$ cat src/rtl/pipe_buffer_elastic.sv
// Elastic two-entry pipeline buffer with valid/ready handshake, skid register,
// synchronous flush and saturating stall/bubble counters. All state moves on the falling edge.
module pipe_buffer_elastic #(
    parameter int                DATA_W     = 138,
    parameter int                CNT_W      = 16,
    parameter logic [DATA_W-1:0] RESET_DATA = '0
) (
    input  logic              clk,
    input  logic              rst_n,
    input  logic              in_valid,
    output logic              in_ready,
    input  logic [DATA_W-1:0] in_data,
    output logic              out_valid,
    input  logic              out_ready,
    output logic [DATA_W-1:0] out_data,
    input  logic              flush,
    input  logic              clr_cnt,
    output logic [1:0]        occupancy,
    output logic [CNT_W-1:0]  stall_cnt,
    output logic [CNT_W-1:0]  bubble_cnt
);

    // state | meaning
    // EMPTY | nothing held, main_q stale
    // ONE   | head entry in main_q
    // FULL  | head in main_q, next entry in skid_q
    localparam logic [1:0] S_EMPTY = 2'd0;
    localparam logic [1:0] S_ONE   = 2'd1;
    localparam logic [1:0] S_FULL  = 2'd2;

    localparam logic [CNT_W-1:0] CNT_MAX = '1;

    logic [1:0]        state_q;
    logic [DATA_W-1:0] main_q;
    logic [DATA_W-1:0] skid_q;
    logic [CNT_W-1:0]  stall_q;
    logic [CNT_W-1:0]  bubble_q;
    logic              in_fire;
    logic              out_fire;

    // Handshake outputs depend only on registered state, never on the opposite side's inputs.
    assign in_ready   = (state_q != S_FULL);
    assign out_valid  = (state_q != S_EMPTY);
    assign out_data   = main_q;
    assign occupancy  = state_q;
    assign stall_cnt  = stall_q;
    assign bubble_cnt = bubble_q;

    assign in_fire  = in_valid & in_ready;
    assign out_fire = out_valid & out_ready;

    always_ff @(negedge clk or negedge rst_n) begin
        if (!rst_n) begin
            state_q <= S_EMPTY;
            main_q  <= RESET_DATA;
            skid_q  <= RESET_DATA;
        end else if (flush) begin
            state_q <= S_EMPTY;
            main_q  <= RESET_DATA;
            skid_q  <= RESET_DATA;
        end else begin
            case (state_q)
                S_EMPTY: begin
                    if (in_fire) begin
                        state_q <= S_ONE;
                        main_q  <= in_data;
                    end
                end
                S_ONE: begin
                    if (in_fire && out_fire) begin
                        main_q <= in_data;
                    end else if (in_fire) begin
                        state_q <= S_FULL;
                        skid_q  <= in_data;
                    end else if (out_fire) begin
                        state_q <= S_EMPTY;
                    end
                end
                S_FULL: begin
                    if (out_fire) begin
                        state_q <= S_ONE;
                        main_q  <= skid_q;
                    end
                end
                default: state_q <= S_EMPTY;
            endcase
        end
    end

    // Counters look at pre-edge out_valid, so a flush edge can still register a stall.
    always_ff @(negedge clk or negedge rst_n) begin
        if (!rst_n) begin
            stall_q  <= '0;
            bubble_q <= '0;
        end else if (clr_cnt) begin
            stall_q  <= '0;
            bubble_q <= '0;
        end else begin
            if (out_valid && !out_ready && stall_q != CNT_MAX)
                stall_q <= stall_q + 1'b1;
            if (!out_valid && bubble_q != CNT_MAX)
                bubble_q <= bubble_q + 1'b1;
        end
    end

endmodule

$ cat config.mk
export PLATFORM = sky130hd
export DESIGN_NAME = pipe_buffer_elastic
export DESIGN_NICKNAME = d
export VERILOG_FILES = /design/src/rtl/pipe_buffer_elastic.sv
export SDC_FILE = /design/constraint.sdc
export NUM_CORES = 1
export LEC_CHECK = 0
export ABC_AREA = 1
export CAP_MARGIN = 20
export CORE_UTILIZATION = 46
export DETAILED_ROUTE_END_ITERATION = 7
export PLACE_DENSITY = 0.76
export SYNTH_ARGS = -nofsm -noshare
export SYNTH_HDL_FRONTEND = slang
export SYNTH_SLANG_ARGS = --single-unit
$ cat constraint.sdc
create_clock -name clk -period 1.72 [get_ports clk]
set_input_delay 0.344 -clock clk [delete_from_list [all_inputs] [get_ports clk]]
set_output_delay 0.344 -clock clk [all_outputs]
set_load 0.005 [all_outputs]
## After elaboration in Yosys (flattened, before gate mapping)

Index checks and enable logic that the tools add are counted.

| storage, ports and cells | value |
|---|---|
| memories | 0 |
| RAM bits | 0 |
| output and inout bits | 174 |
| bits in read-only memories | 0 |
| bits in latches | 0 |
| logic and storage cells | 55 |
| bits in registers | 310 |
| bits of input ports | 144 |

| cells by class | value |
|---|---|
| $mul | 0 |
| div/mod/pow operators | 0 |
| $lt $le $gt $ge | 0 |
| reductions and logical operators | 16 |
| mux-type cells | 19 |
| $add $sub $neg | 2 |
| eq/ne operators | 11 |
| bitwise gates (word level) | 2 |
| shift operators | 0 |

Operators by type and width:

| cell | count |
|---|---|
| 138-bit two-way mux | 7 |
| 138-bit one-hot mux with 3 select lines | 1 |
| 16-bit two-way mux | 4 |
| 16-bit by 1-bit adder with 16-bit output (second input constant) | 2 |
| 16-bit inequality test (second input constant) | 2 |
| 2-bit two-way mux | 6 |
| 3-bit inequality test (second input constant) | 4 |
| 2-bit nonzero test | 5 |
| 4-bit AND reduction | 2 |
| 2-bit one-hot mux with 3 select lines | 1 |
| 1-bit logical AND | 4 |
| 2-bit inequality test (second input constant) | 2 |
| 4-bit inequality test (second input constant) | 1 |
| 4-bit nonzero test | 1 |
| 3-bit AND reduction | 1 |
| 1-bit bitwise AND | 2 |
| 2-bit by 1-bit equality test with 1-bit output (second input constant) | 1 |
| 2-bit equality test (second input constant) | 1 |
| 1-bit zero test | 2 |
| 2-bit zero test | 1 |

## Logic depth before layout (Yosys ltp)

Gate-level depths: netlist of the first run.

| depth | value |
|---|---|
| depth after elaboration | 7 |
| mapped depth | 13 |
| mapped depth without buffers | 10 |

==> results of run 1 <==
worst max-delay path, stage by stage (launching register included):
cell and delay (ps):
dfrtn_1 430, buf_6 110, buf_6 90, ha_4 150, inv_8 30, buf_6 110
stage by stage:
stage / hold slack [ps] / power [W] / std cells / TNS [ps] / setup slack, ps
after CTS: 366 / 0.0259 / 2580 / -202530 / -949
final: 373 / 0.0265 / 2636 / -193430 / -933
after detailed placement: 431 / 0.0183 / 2467 / -412880 / -1230
after floorplan: 436 / 0.0138 / 1658 / -101100 / -403
after global placement: 426 / 0.0181 / 2467 / -403490 / -1200
after global routing: 367 / 0.0278 / 2635 / -229900 / -987
layout by cell type, fill, tap and decap left out, types with 10 or more instances in the layout:
master and n:
o211ai_1 84, nor2_1 34, nand3_2 10, a22oi_1 54, a21oi_1 57, o21ai_0 81, buf_6 20, clkbuf_16 39
nand3_1 155, inv_1 117, dfrtn_1 310, buf_4 264, nand4_1 16, o21ai_2 110, o21ai_1 44, clkdlybuf4s50_1 138
buf_12 34, nand2_1 403, buf_2 164
cells in the mapped netlist, drive strengths merged (6+ instances only):
master and count:
a22oi 54, buf 62, ha 6, inv 126, nand4 16, nand2 421, dfrtn 310, nand3 166
nor2 45, a21oi 58, clkbuf 60, o211ai 85, o21ai 236
sequential cells by signal (all words and copies together) (netlist names):
| name | cells |
|---|---|
| out_data | 138 |
| bubble_cnt | 16 |
| occupancy | 2 |
| stall_cnt | 16 |
| skid_q | 138 |
power by group through the flow:
stage | registers, W | clock network [W] | logic (W)
2_1_floorplan | 0.00965 | 0 | 0.00410
3_3_place_gp | 0.00969 | 0 | 0.00837
3_5_place_dp | 0.00971 | 0 | 0.00857
4_1_cts | 0.00958 | 0.00766 | 0.00862
5_1_grt | 0.00974 | 0.00795 | 0.0102
6_report | 0.00961 | 0.00755 | 0.00938
worst max-delay path by stage:
stage	from	to	slack, ps	cells after the start
after floorplan	in_valid	out_data[77]	-400	9
after global placement	out_ready	out_data[114]	-1200	10
after detailed placement	out_ready	out_data[114]	-1230	10
after CTS	occupancy[1]	in_ready	-950	5
after global routing	occupancy[1]	in_ready	-990	5
final	occupancy[1]	in_ready	-930	5
cells by family after synthesis:
family	Yosys count	share of synthesized area, %
adder cells (fa/ha/maj)	6	0.508
buffers and inverters	249	7.99
XOR/XNOR	4	0.237
flip-flops	310	52.4
AND/OR/NAND/NOR	652	18.7
AO/OA/AOI/OAI	437	20.1
final cells by class:
cell class	instances	area (sq um)
Fill cell	2408	10100
Sequential cell	310	7760
Multi-Input combinational cell	1099	6100
Timing Repair Buffer	636	5470
Clock buffer	54	1070
Inverter	127	519
Tap cell	402	503
Clock inverter	7	92.6
Antenna cell	1	2.50
repair_timing:
item / in CTS / in global routing
gates cloned: 5 / 2
gates resized for setup: 715 / 32
pin swaps: 1 / 4
setup endpoints to repair: 484 / 484
buffers inserted: 48 / 54
metal layers:
layer | track usage [%] | vias to the layer above
met5 | 0 | -
met1 | 34.4 | 6783
li1 | - | 6695
met4 | 8.00 | 4
met3 | 6.27 | 88
met2 | 42.6 | 543
==> results.py, run 1 <==
metrics = {
    "cells_and_area": {
        "area_growth_pct": 45.4,
        "drive_above_1_share_pct": 32.1,
        "stdcell_area_sq_um": 21500,
        "finish.net_count": 2360,
        "layout.core_utilization_pct": 68.0,
    },
    "sta": {
        "slew_headroom_pct": 70.3,
        "report.final.hold_viol_count": 0,
        "maxSlewViolCount": 0,
        "setup_ws_ps": -933,
        "rsz0062_at_grt": "yes",
        "finClkSkew_ps": 18.1,
        "setup_violations": 479,
        "max_slew.worst_pin.slew_ps": 445,
    },
    "logic_synthesis": {
        "ys_ff_latch": 310,
        "yosysTopAreaCell": "dfrtn_1",
        "synthArstFlopShare_pct": 100,
        "netlist_instances": 1658,
        "postSynth.topFlopCell": "dfrtn_1",
        "syn-mean-instance-area_sq_um": 8.92,
        "synth_seq_area_share_pct": 52.4,
        "synth-warning-count": 0,
        "synth_top_area_share_pct": 52.4,
        "netlist_area_sq_um": 14800,
        "yosys.cell_types.count": 31,
        "synth_edf_count": 0,
        "synth_top_cells_by_area": "dfrtn_1, nand2_1, o21ai_2, nand3_1, o211ai_1",
        "mappedNetlistNets": 1808,
    },
    "power_and_ir_drop": {
        "swShare_pct": 31.1,
        "power_switching_w": 0.00826,
        "p_comb_share_pct": 35.4,
        "worst_ir_drop_vdd_v": 0.000860,
        "cellPowerDensity_nw_per_um2": 1230,
        "share_of_total_power_in_sequential_cells_pct": 36.2,
        "leakage_dissipation_nw": 10.1,
        "internal_power_w": 0.0183,
        "clockPowerShare_pct": 28.4,
    },
    "routing": {
        "first_iter_violations": 1107,
        "vias": 14100,
        "wire_per_inst_microns": 16.7,
        "wirelength_met1_microns": 18200,
        "viasPerCell": 5.35,
        "topRoutingLayerUsed": "met5",
        "met3_routed_length_microns": 3510,
        "route.antenna.remaining_nets": 0,
        "drtPass1Iterations": 5,
        "remaining_drc_errors": 0,
        "routed_wire_length_on_met2_microns": 21200,
        "totalWireLength_microns": 44000,
    },
    "clock_network": {
        "htree_num_levels": 2,
        "clk_transition_reported_paths_ps": 50,
        "ctsHoldBuffers": 0,
        "clock_sink_count": 310,
        "cts-buffers-inserted": 36,
        "clk_latency_ps": 520,
        "clock_tree.root_cell": "clkbuf_16",
        "clk_path_buf_depth": 3,
        "cts_tree": "yes",
    },
    "status": {
        "status": "finished with violations",
        "failed_checks": "negative setup slack",
    },
    "die": {
        "die-width_microns": 181,
        "die_area_sq_um": 32900,
        "placement_row_count": 65,
        "core_area_sq_um": 31600,
        "die_h_microns": 181,
        "start_util_pct": 46.8,
        "num_io_pins": 318,
    },
    "critical_path": {
        "required_ps": 1380,
        "critical_path_class": "flip-flop to output pin",
        "regToRegEndpoint": "out_data[47]",
        "worstPathArrival_ps": 2310,
        "cp_max_fo": 2,
        "r2r_start": "occupancy[1]",
        "worst-r2r-setup-slack_ps": -570,
        "reg2reg_depth": 14,
        "crit_path_start_kind": "flip-flop",
        "endpoint_kind": "output pin",
    },
    "place": {
        "place.detailed.hpwl_microns": 28900,
        "place_congestion": 0.878,
        "port-buffer-count": 317,
        "detailed_place.area_sq_um": 20000,
    },
    "global_route": {
        "grt_pass1_wl_microns": 70100,
        "global_route.usage.total_pct": 26.1,
        "maximum_number_of_pins_on_one_net_before_global_route_repair": 79,
        "grt.overflow.total": 0,
        "number_of_global_route_vias_before_repair": 13700,
        "antenna_found_initial": 3,
    },
    "flow_run": {
        "max_cap_viol_count": 0,
    },
    "hold_path": {
        "hp-class": "primary input to async pin",
    },
}
Power figures use the tool's default switching activity.
==> run 2, diff against run 1 <==
--- a/config.mk
+++ b/config.mk
@@ -6,6 +6,7 @@
 export NUM_CORES = 1
 export LEC_CHECK = 0
 export ABC_AREA = 1
+export ABC_CLOCK_PERIOD_IN_PS = 1720
 export CAP_MARGIN = 20
 export CORE_UTILIZATION = 46
 export DETAILED_ROUTE_END_ITERATION = 7
@@ -13,3 +14,4 @@
 export SYNTH_ARGS = -nofsm -noshare
 export SYNTH_HDL_FRONTEND = slang
 export SYNTH_SLANG_ARGS = --single-unit
+export TNS_END_PERCENT = 50
==> run 2 against run 1 <==
Net effect:
- the run still ends with negative setup slack left
- first-iteration DRC count up 25%
- routed wire length up 19%
- core utilization up 3.5 points
- final cell count up 1.1%
- clock power up 1%
- design area up 5.1%
- die area unchanged
- global-route usage up 1.5 points
- via count up 6.6%
- worst hold slack better by 50 ps
- sequential power up 0.9%
- highest routed layer unchanged
==> results.py, run 2 (synthesis gave the netlist of run 1 again) <==
metrics = {
    "clock_network": {
        "cts-buffers-inserted": 35,
        "clock_sink_count": 310,
        "clk_path_buf_depth": 3,
        "clock_tree.root_cell": "clkbuf_16",
        "clk_transition_reported_paths_ps": 50,
        "clk_latency_ps": 520,
        "htree_num_levels": 2,
        "cts_tree": "yes",
    },
    "status": {
        "status": "finished with violations",
        "failed_checks": "negative setup slack",
    },
    "routing": {
        "first_iter_violations": 1388,
        "wire_per_inst_microns": 19.7,
        "vias": 15000,
        "route.antenna.remaining_nets": 0,
        "drtPass1Iterations": 5,
        "viasPerCell": 5.64,
        "remaining_drc_errors": 0,
        "totalWireLength_microns": 52400,
    },
    "cells_and_area": {
        "area_growth_pct": 52.8,
        "drive_above_1_share_pct": 36.2,
        "sequential_cell_area_sq_um": 7760,
        "final_cell_count_no_fill": 2664,
        "multiInputGateArea_sq_um": 6540,
        "layout.cells.most_common_list": "nand2_1, dfrtn_1, buf_4",
        "fillerInstances": 2148,
        "layout.core_utilization_pct": 71.4,
        "most_common_cell_after_layout_fill_and_taps_aside": "nand2_1",
        "finish.net_count": 2386,
    },
    "die": {
        "num_io_pins": 318,
        "die_h_microns": 181,
        "core_area_sq_um": 31600,
        "placement_row_count": 65,
        "die-width_microns": 181,
        "start_util_pct": 46.8,
        "die_area_sq_um": 32900,
    },
    "global_route": {
        "grt_util_met2_pct": 46.6,
        "global_route.usage.total_pct": 27.6,
        "antenna_found_initial": 2,
        "gr-max-usage-layer": "met2",
        "grt_use_met3_pct": 5.87,
        "grt_pass1_wl_microns": 73400,
        "gr_layer_usage_met1_pct": 35.0,
        "maximum_number_of_pins_on_one_net_before_global_route_repair": 169,
        "grt.overflow.total": 0,
        "number_of_global_route_vias_before_repair": 14200,
    },
    "sta": {
        "report.final.hold_viol_count": 0,
        "setup_ws_ps": -877,
        "maxSlewViolCount": 0,
        "hold_slack_ps": 423,
        "slew_headroom_pct": 48.3,
        "setup_violations": 475,
        "setup_total_negative_slack_ps": -202300,
        "max_slew.worst_pin.slew_ps": 776,
        "finClkSkew_ps": 13.0,
        "rsz0062_at_grt": "yes",
    },
    "critical_path": {
        "critical_path_class": "flip-flop to output pin",
        "reg2reg_depth": 15,
        "crit_path_start_kind": "flip-flop",
        "cp_max_fo": 2,
        "required_ps": 1380,
        "worstPathArrival_ps": 2250,
        "endpoint_kind": "output pin",
    },
    "power_and_ir_drop": {
        "worst_ir_drop_vdd_v": 0.000724,
        "report.power.total_w": 0.0281,
        "leakage_dissipation_nw": 10.5,
        "cellPowerDensity_nw_per_um2": 1240,
    },
    "flow_run": {
        "max_cap_viol_count": 0,
    },
    "place": {
        "port-buffer-count": 317,
        "place.detailed.hpwl_microns": 28400,
        "place_congestion": 0.850,
        "place.detailed.instances": 2462,
    },
    "hold_path": {
        "hp-class": "flip-flop to flip-flop",
        "hold-path-cell-count": 2,
    },
}
run 2: changes by cell type in the layout (fill, tap and decap cells not counted), moves of 15 or more:
cell / delta
nand2_4: +24
nand2_1: -36
a21oi_1: -26
o21ai_1: -20
a21oi_2: +26
buf_6: +20
buf_4: -16
clkbuf_16: +15
run 2: where the power goes:
| part | switching [W] | internal (W) |
|---|---|---|
| logic | 0.00522 | 0.00548 |
| registers | 0.000892 | 0.00881 |
| clock network | 0.00306 | 0.00460 |
run 2: layout make-up:
class / instances / area share (%)
antenna: 1 / 0.0111
sequential: 310 / 34.3
inverter: 127 / 2.26
clock inverter: 12 / 0.609
tap: 402 / 2.23
timing repair buffer: 660 / 27.1
multi-input combinational: 1102 / 28.9
clock buffer: 50 / 4.53
run 2: repair_timing:
| item | 4_1_cts | 5_1_grt |
|---|---|---|
| pin swaps | 8 | 8 |
| setup endpoints to repair | 484 | 483 |
| resized for setup | 747 | 173 |
| hold buffers | 0 | 0 |
| setup buffers | 44 | 67 |
| gates cloned | 8 | 26 |
| endpoints found under the hold margin | 0 | 0 |
run 2: stage by stage:
stage                     cell area [sq um]  setup WS (ps)
final                                 22600           -877
after global routing                  22600           -905
after CTS                             21000           -855
after detailed placement              19900          -1200
after global placement                19900          -1140
after floorplan                       15000           -403
run 2: critical path, stage by stage (launching register included):
cell and delay (ps):
dfrtn_1 460, inv_2 80, ha_4 180, inv_4 60, buf_6 90
run 2: path summary, 6_finish.rpt:
path	from	endpoint	slack [ps]
max	occupancy[0]	out_valid	-880
min	out_data[135]	out_data[135]	420
max reg2reg	occupancy[0]	out_data[92]	-570
min reg2reg	out_data[135]	out_data[135]	420
max in group asynchronous	rst_n	skid_q[109]	740
min in group asynchronous	rst_n	out_data[20]	510
run 2: per-layer routing:
metal / share of wire, % / up-vias / wire length (microns)
li1: - / 6758 / -
met1: 38 / 7283 / 19800
met2: 49 / 793 / 25500
met3: 8.6 / 202 / 4500
met4: 4.9 / 2 / 2550
met5: 0.025 / - / 13
